==> src/rtl/hilo_pkg.sv <==
// Shared HI/LO op encoding, controller states and divider op codes.
package hilo_pkg;

    typedef enum logic [2:0] {
        OP_NONE  = 3'd0,
        OP_MULT  = 3'd1,
        OP_MULTU = 3'd2,
        OP_DIV   = 3'd3,
        OP_DIVU  = 3'd4,
        OP_MTHI  = 3'd5,
        OP_MTLO  = 3'd6
    } hilo_op_t;

    typedef enum logic [1:0] {
        IDLE  = 2'd0,
        WAIT  = 2'd1,
        DRAIN = 2'd2
    } hilo_state_t;

    localparam logic [1:0] DIV_IDLE     = 2'b00;
    localparam logic [1:0] DIV_UNSIGNED = 2'b01;
    localparam logic [1:0] DIV_SIGNED   = 2'b10;

endpackage

==> src/rtl/hilo_ctrl.sv <==
// EX-stage HI/LO unit: MULT/MULTU/MTHI/MTLO, DIV/DIVU issue and stall control.
// Define HILO_BYPASS_EN to forward the committed HI/LO value onto hi/lo in the same cycle.
module hilo_ctrl
    import hilo_pkg::*;
#(
    parameter int unsigned      WIDTH     = 32,
    parameter logic [WIDTH-1:0] HILO_INIT = '0
) (
    input  logic                 clk,
    input  logic                 rst_n,
    input  logic                 op_valid,
    input  hilo_op_t             op,
    input  logic [WIDTH-1:0]     rs_data,
    input  logic [WIDTH-1:0]     rt_data,
    input  logic                 flush,
    output logic                 stall,
    output logic [WIDTH-1:0]     hi,
    output logic [WIDTH-1:0]     lo,
    output logic [1:0]           div_op,
    output logic [WIDTH-1:0]     div_dividend,
    output logic [WIDTH-1:0]     div_divisor,
    input  logic [2*WIDTH-1:0]   div_result,
    input  logic                 div_done
);

    hilo_state_t        state;
    logic [WIDTH-1:0]   hi_q, lo_q;
    logic [WIDTH-1:0]   hi_nxt, lo_nxt;
    logic               div_req;
    logic               div_commit;
    logic               accept;
    logic               mul_signed;
    logic [2*WIDTH-1:0] mul_a, mul_b, product;

    // One multiplier serves both MULT and MULTU: only the operand extension differs.
    assign mul_signed = (op == OP_MULT);
    assign mul_a      = {{WIDTH{mul_signed & rs_data[WIDTH-1]}}, rs_data};
    assign mul_b      = {{WIDTH{mul_signed & rt_data[WIDTH-1]}}, rt_data};
    assign product    = mul_a * mul_b;

    assign div_dividend = rs_data;
    assign div_divisor  = rt_data;

    always_comb begin
        div_req    = rst_n & op_valid & ~flush
                   & ((op == OP_DIV) | (op == OP_DIVU)) & (rt_data != '0);
        stall      = 1'b0;
        div_op     = DIV_IDLE;
        div_commit = 1'b0;
        case (state)
            IDLE: begin
                stall = div_req;
                if (div_req && div_done)
                    div_op = (op == OP_DIV) ? DIV_SIGNED : DIV_UNSIGNED;
            end
            WAIT: begin
                stall      = rst_n & ~flush & ~div_done;
                div_commit = rst_n & ~flush & div_done;
            end
            DRAIN: stall = div_req;
            default: stall = 1'b0;
        endcase
        accept = rst_n & op_valid & ~flush & ~stall;
    end

    always_comb begin
        hi_nxt = hi_q;
        lo_nxt = lo_q;
        if (div_commit) begin
            {hi_nxt, lo_nxt} = div_result;
        end else if (accept) begin
            case (op)
                OP_MULT, OP_MULTU: {hi_nxt, lo_nxt} = product;
                OP_MTHI:           hi_nxt = rs_data;
                OP_MTLO:           lo_nxt = rs_data;
                default:           ;
            endcase
        end
    end

    always_ff @(posedge clk or negedge rst_n) begin
        if (!rst_n) begin
            state <= IDLE;
            hi_q  <= HILO_INIT;
            lo_q  <= HILO_INIT;
        end else begin
            hi_q <= hi_nxt;
            lo_q <= lo_nxt;
            case (state)
                IDLE:    if (div_op != DIV_IDLE) state <= WAIT;
                WAIT:    if (flush) state <= DRAIN;
                         else if (div_done) state <= IDLE;
                // A flushed divide still owns the divider until it reports done.
                DRAIN:   if (div_done) state <= IDLE;
                default: state <= IDLE;
            endcase
        end
    end

`ifdef HILO_BYPASS_EN
    assign hi = hi_nxt;
    assign lo = lo_nxt;
`else
    assign hi = hi_q;
    assign lo = lo_q;
`endif

endmodule

==> config.mk <==
export PLATFORM = sky130hd
export DESIGN_NAME = hilo_ctrl
export DESIGN_NICKNAME = d
export VERILOG_FILES = /design/src/rtl/hilo_pkg.sv /design/src/rtl/hilo_ctrl.sv
export SDC_FILE = /design/constraint.sdc
export NUM_CORES = 2
export LEC_CHECK = 0
export ABC_AREA = 1
export CORE_MARGIN = 2
export CORE_UTILIZATION = 45
export CTS_BUF_LIST = sky130_fd_sc_hd__clkbuf_4
export DETAILED_ROUTE_END_ITERATION = 6
export GPL_ROUTABILITY_DRIVEN = 0
export PLACE_DENSITY_LB_ADDON = 0.08
export RECOVER_POWER = 25
export SKIP_LAST_GASP = 1
export SLEW_MARGIN = 40
export SYNTH_ARGS = -nofsm -noshare
export SYNTH_HDL_FRONTEND = slang
export SYNTH_SLANG_ARGS = --single-unit
==> constraint.sdc <==
create_clock -name clk -period 1.5 [get_ports clk]
set_input_delay 0.3 -clock clk [delete_from_list [all_inputs] [get_ports clk]]
set_output_delay 0.3 -clock clk [all_outputs]
set_load 0.05 [all_outputs]
# Word level (Yosys, flattened, before mapping)

Cells that the tools add are included.

Output and inout bits: 131
Register bits after elaboration: 66

Bitwise logic cells: 14
Equal/unequal tests: 9
Reductions and logical operators: 11
Multiplexer cells: 15
Multiply operators: 1

Operator list:

| cell                 | number |
|---|---|
| $mux W32             | 4 |
| $pmux W32 S2         | 2 |
| $mul A33 B33 Y64     | 1 |
| $reduce_bool A32 Y1  | 1 |
| $mux W2              | 6 |
| $and A1 B1 Y1        | 10 |
| $eq A3 B3 Y1 const B | 3 |
| $eq A3 B2 Y1 const B | 2 |
| $pmux W2 S3          | 1 |
| $reduce_bool A3 Y1   | 2 |
| $reduce_and A2 Y1    | 2 |
| $reduce_bool A2 Y1   | 2 |
| $reduce_or A2 Y1     | 2 |
| $eq A3 B1 Y1 const B | 1 |
| $not A1 Y1           | 3 |
| $eq A2 B1 Y1 const B | 1 |
| $eq A2 B2 Y1 const B | 1 |
| $logic_not A2 Y1     | 1 |
| $ne A2 B2 Y1 const B | 1 |
| $pmux W1 S2          | 1 |
| $logic_and A1 B1 Y1  | 1 |
| $mux W1              | 1 |
| $or A1 B1 Y1         | 1 |

# Logic depth before layout (Yosys ltp)

Depth in word-level cells: 10
Mapped depth: 35
Depth with buffers taken out: 34

# Least setup slack after synthesis

OpenSTA, ideal clock, no wires.

Path kind: in2reg
Start: in op[0]
End: reg hi_q[23] (netlist: hi[23])
Data arrival time: 7384 ps
Path buffers: 2
Data required time: 1382 ps
Setup time: 118 ps
Cell stages on the path: 34
Slack: -6002 ps
Path through: inv_1 > nor2_1 > nand2_1 > clkbuf_1 > buf_1 > nor2_1 > fa_1 > inv_1 > fa_1 > inv_1 > fa_1 > fa_1 > inv_1 > fa_1 > inv_1 > fa_1 > inv_1 > fa_1 > fa_1 > inv_1 > ha_1 > nand2_1 > nor2_1 > inv_1 > nor2_1 > nand2_1 > nor3_1 > nand2_1 > nand3_1 > nand2_1 > nand2_1 > o21ai_0 > nand2_1 > nand2_1

Longest elaborated chain between the ends: 9
Elaborated cells between the ends (all ways): 21
Classes of those cells: mul: 1; eq/ne: 5; mux: 4; bitwise: 7; reduce/logical: 4

Ends and longest elaborated chain:

| item                                                                     | line            | text |
|---|---|---|
| start: declaration                                                       | hilo_ctrl.sv:12 | `input hilo_op_t op,` |
| parallel branches: the longest is 9 deep, another holds $mul A33 B33 Y64 | n/a             |  |
| end signal: assignment                                                   | hilo_ctrl.sv:87 | `hi_q <= hi_nxt;` |
| end: declaration                                                         | hilo_ctrl.sv:27 | `logic [WIDTH-1:0] hi_q, lo_q;` |

Several ways; the timed one is not identified. The select of a mux whose other input is x is not followed.
A chain may end at the register's enable or synchronous reset.

# Worst setup path in the final report

Start: in op[0]
End: reg hi_q[24] (netlist: hi[24])

Same word-level chain as after synthesis.

==> key figures <==
Run status
  – Status: complete, but fails checks
  – Failing checks: setup timing

Drt
  – Final wirelength: 169 mm
  – Vias: 40000
  – DRC: 0
  – Vias/cell: 5.09
  – Routed len/inst: 21.5 um
  – Detail Route Antenna Nets: 0
  – Drt pass-1 iters: 6
  – Detailed Route Iter0 Violations: 2835

STA
  – Final worst path period share: 474%
  – Fin. max-slew vios: 0
  – Slew HR: 28.3%
  – Final setup viols: 82
  – Worst Max-Slew Pin Slew: 1080 ps
  – Fmax: 141 MHz
  – Fin crit period: 7110 ps
  – Final hold slack: 280 ps
  – Skew final: 14.2 ps
  – Final worst slack: -5610 ps
  – Unrepaired setup endpoints after global routing: true
  – Final Hold Fails: 0

Setup path
  – Critical path class: in2reg
  – CP Data Arrival Time: 7470 ps
  – Worst Setup End Kind: flip-flop
  – CP Launch Type: input pin
  – Largest stage delay, worst path: 570 ps
  – Crit-path max FO: 4
  – Most used cell, CP: fa_1
  – Crit path required time: 1850 ps
  – CP max-delay cell: fa_1

Synthesis
  – Yosys top cell area share: 51.1%
  – Gate Count Post-Synth: 5689
  – Top cells by area, synth: fa_1, inv_1, nand2_1, ha_1, dfrtp_1
  – Synth Register Bits: 66
  – Net Count, Synth: 7162
  – Syn Area/Cell: 7.75 um2
  – Async set or reset register ratio after synthesis: 100%
  – Mapped Area: 44100 um2
  – Post-synth EDFFs: 0
  – Cell taking the most area after synthesis: fa_1
  – YS warnings: 0
  – Cell variety after synth: 43
  – Register area share after synthesis: 3.75%
  – Ys flop type: dfrtp_1

Die
  – DIE HEIGHT: 317 um
  – Initial Util: 45.5%
  – Die outline width: 317 um
  – Row count: 114
  – Core Footprint: 96900 um2
  – Die area: 100000 um2
  – I/O pin count: 267

Clock tree
  – H-tree depth: 3
  – CTS tree: built
  – Clock Tree Buf Depth: 2
  – CTS root buffer: clkbuf_4
  – Worst-Skew Late Latency: 460 ps
  – CTS Sinks: 66
  – CTS clk-pin slew, worst paths: 130 ps
  – Num CTS Buffers: 9

GRT
  – Global-route wire length before repair: 256 mm
  – Largest net degree at the start of global routing: 67
  – Vias in the first global route: 42700
  – GRT Util Overall: 34.2%
  – Initial antenna violation count: 5
  – GR Overflow Total: 0

Placement
  – HPWL after DPL: 133 mm
  – Port Buf Inserts: 266
  – Placed Cells: 7596

Final layout
  – Layout filler cell count: 8135
  – Area delta synth->final: 41.1%
  – Final net count: 8051
  – Share of post-route cells with drive strength above 1: 30.8%
  – Commonest non-fill, non-tap cell in the layout: inv_1
  – Most frequent cells in the layout: inv_1, nand2_1, fa_1, buf_4, buf_12
  – Finished Layout Cells: 7862

Run
  – Max-cap violations: 0

Hold path
  – Hold crit path type: in2async
==> per-layer routing <==
metal	GRT usage, %	part of all wire (%)
met5	0	0.024
met4	11.4	4.7
met3	6.23	8.3
met2	55.7	47
met1	46.3	40
==> logic make-up (layout without fill, tap and decap cells) <==
| logic type | count (synthesis) | after routing | synth area share [%] |
|---|---|---|---|
| simple gates | 2029 | 2029 | 17.9 |
| buf+inv | 1937 | 2830 | 17.1 |
| fa+ha+maj | 1337 | 1337 | 57.1 |
| compound gates | 304 | 304 | 3.71 |
| flops | 66 | 66 | 3.75 |
| xor+xnor | 15 | 15 | 0.298 |
| mux | 1 | 1 | 0.0227 |
| other cells | 0 | 4 | 0 |
==> per-stage QoR <==
step,util (%),cell area [um2],setup slack [ps],TNS [ps]
2_1_floorplan,-,46100,-5480,-280210
3_5_place_dp,56.9,55100,-6860,-384430
5_1_grt,64.2,62200,-5770,-318730
6_report,64.2,62200,-5610,-308240
4_1_cts,62.7,60800,-5530,-302780
3_3_place_gp,56.9,55100,-6820,-382680
==> cell usage after synthesis (6+ instances only) <==
library cell,instances
nor4_1,9
o21bai_1,10
or2_2,12
nand4_1,17
nor3_1,19
buf_2,7
a31o_2,6
fa_1,1125
a21oi_1,134
dfrtp_1,66
nand3_1,93
ha_1,212
o21ai_0,124
inv_1,1570
buf_4,65
clkbuf_1,284
nand2_1,1557
xnor2_1,10
nor2_1,307
==> cell type report <==
cell class / count / area (um2) / area share, %
clock inverters: 4 / 20.0 / 0.0322
repair inverters: 1 / 7.51 / 0.0121
flip-flops and latches: 66 / 1650 / 2.66
well taps: 1276 / 1600 / 2.57
diodes: 4 / 10.0 / 0.0161
multi-input cells: 3686 / 39300 / 63.2
repair buffers: 1241 / 13600 / 21.8
clock buffers: 11 / 82.6 / 0.133
inverters: 1573 / 5970 / 9.60
==> flip-flops by register name, indices dropped and copies added (netlist names) <==
signal,count
state,2
hi,32
lo,32
==> worst max-delay path, delay by kind of cell <==
kind,cells,cell delay (ps)
adders and majority gates,9,4490
and+or+nand+nor,14,1270
buffers and inverters,17,1360
==> worst paths after layout <==
| check | start | end | slack (ps) | depth (start not counted) |
|---|---|---|---|---|
| max | op[0] | hi[24] | -5610 | 40 |
| min | rst_n | lo[22] | 280 | 3 |
| min reg2reg | hi[6] | hi[6] | 550 | 2 |
| min in group clk | rs_data[10] | hi[10] | 400 | 6 |
| max in group asynchronous | rst_n | lo[8] | 510 | 3 |
| max reg2reg | state[0] | hi[14] | -570 | 10 |
==> what timing repair did <==
| action | CTS | global route |
|---|---|---|
| setup buffers | 186 | 59 |
| hold buffers | 0 | 0 |
| setup endpoints to repair | 105 | 84 |
| cloned | 22 | 1 |
| gates resized for setup | 1082 | 300 |
| pin swaps | 391 | 297 |
Power is not shown: default switching activity piles up to over one toggle a cycle in this logic, so the estimate is an artifact.
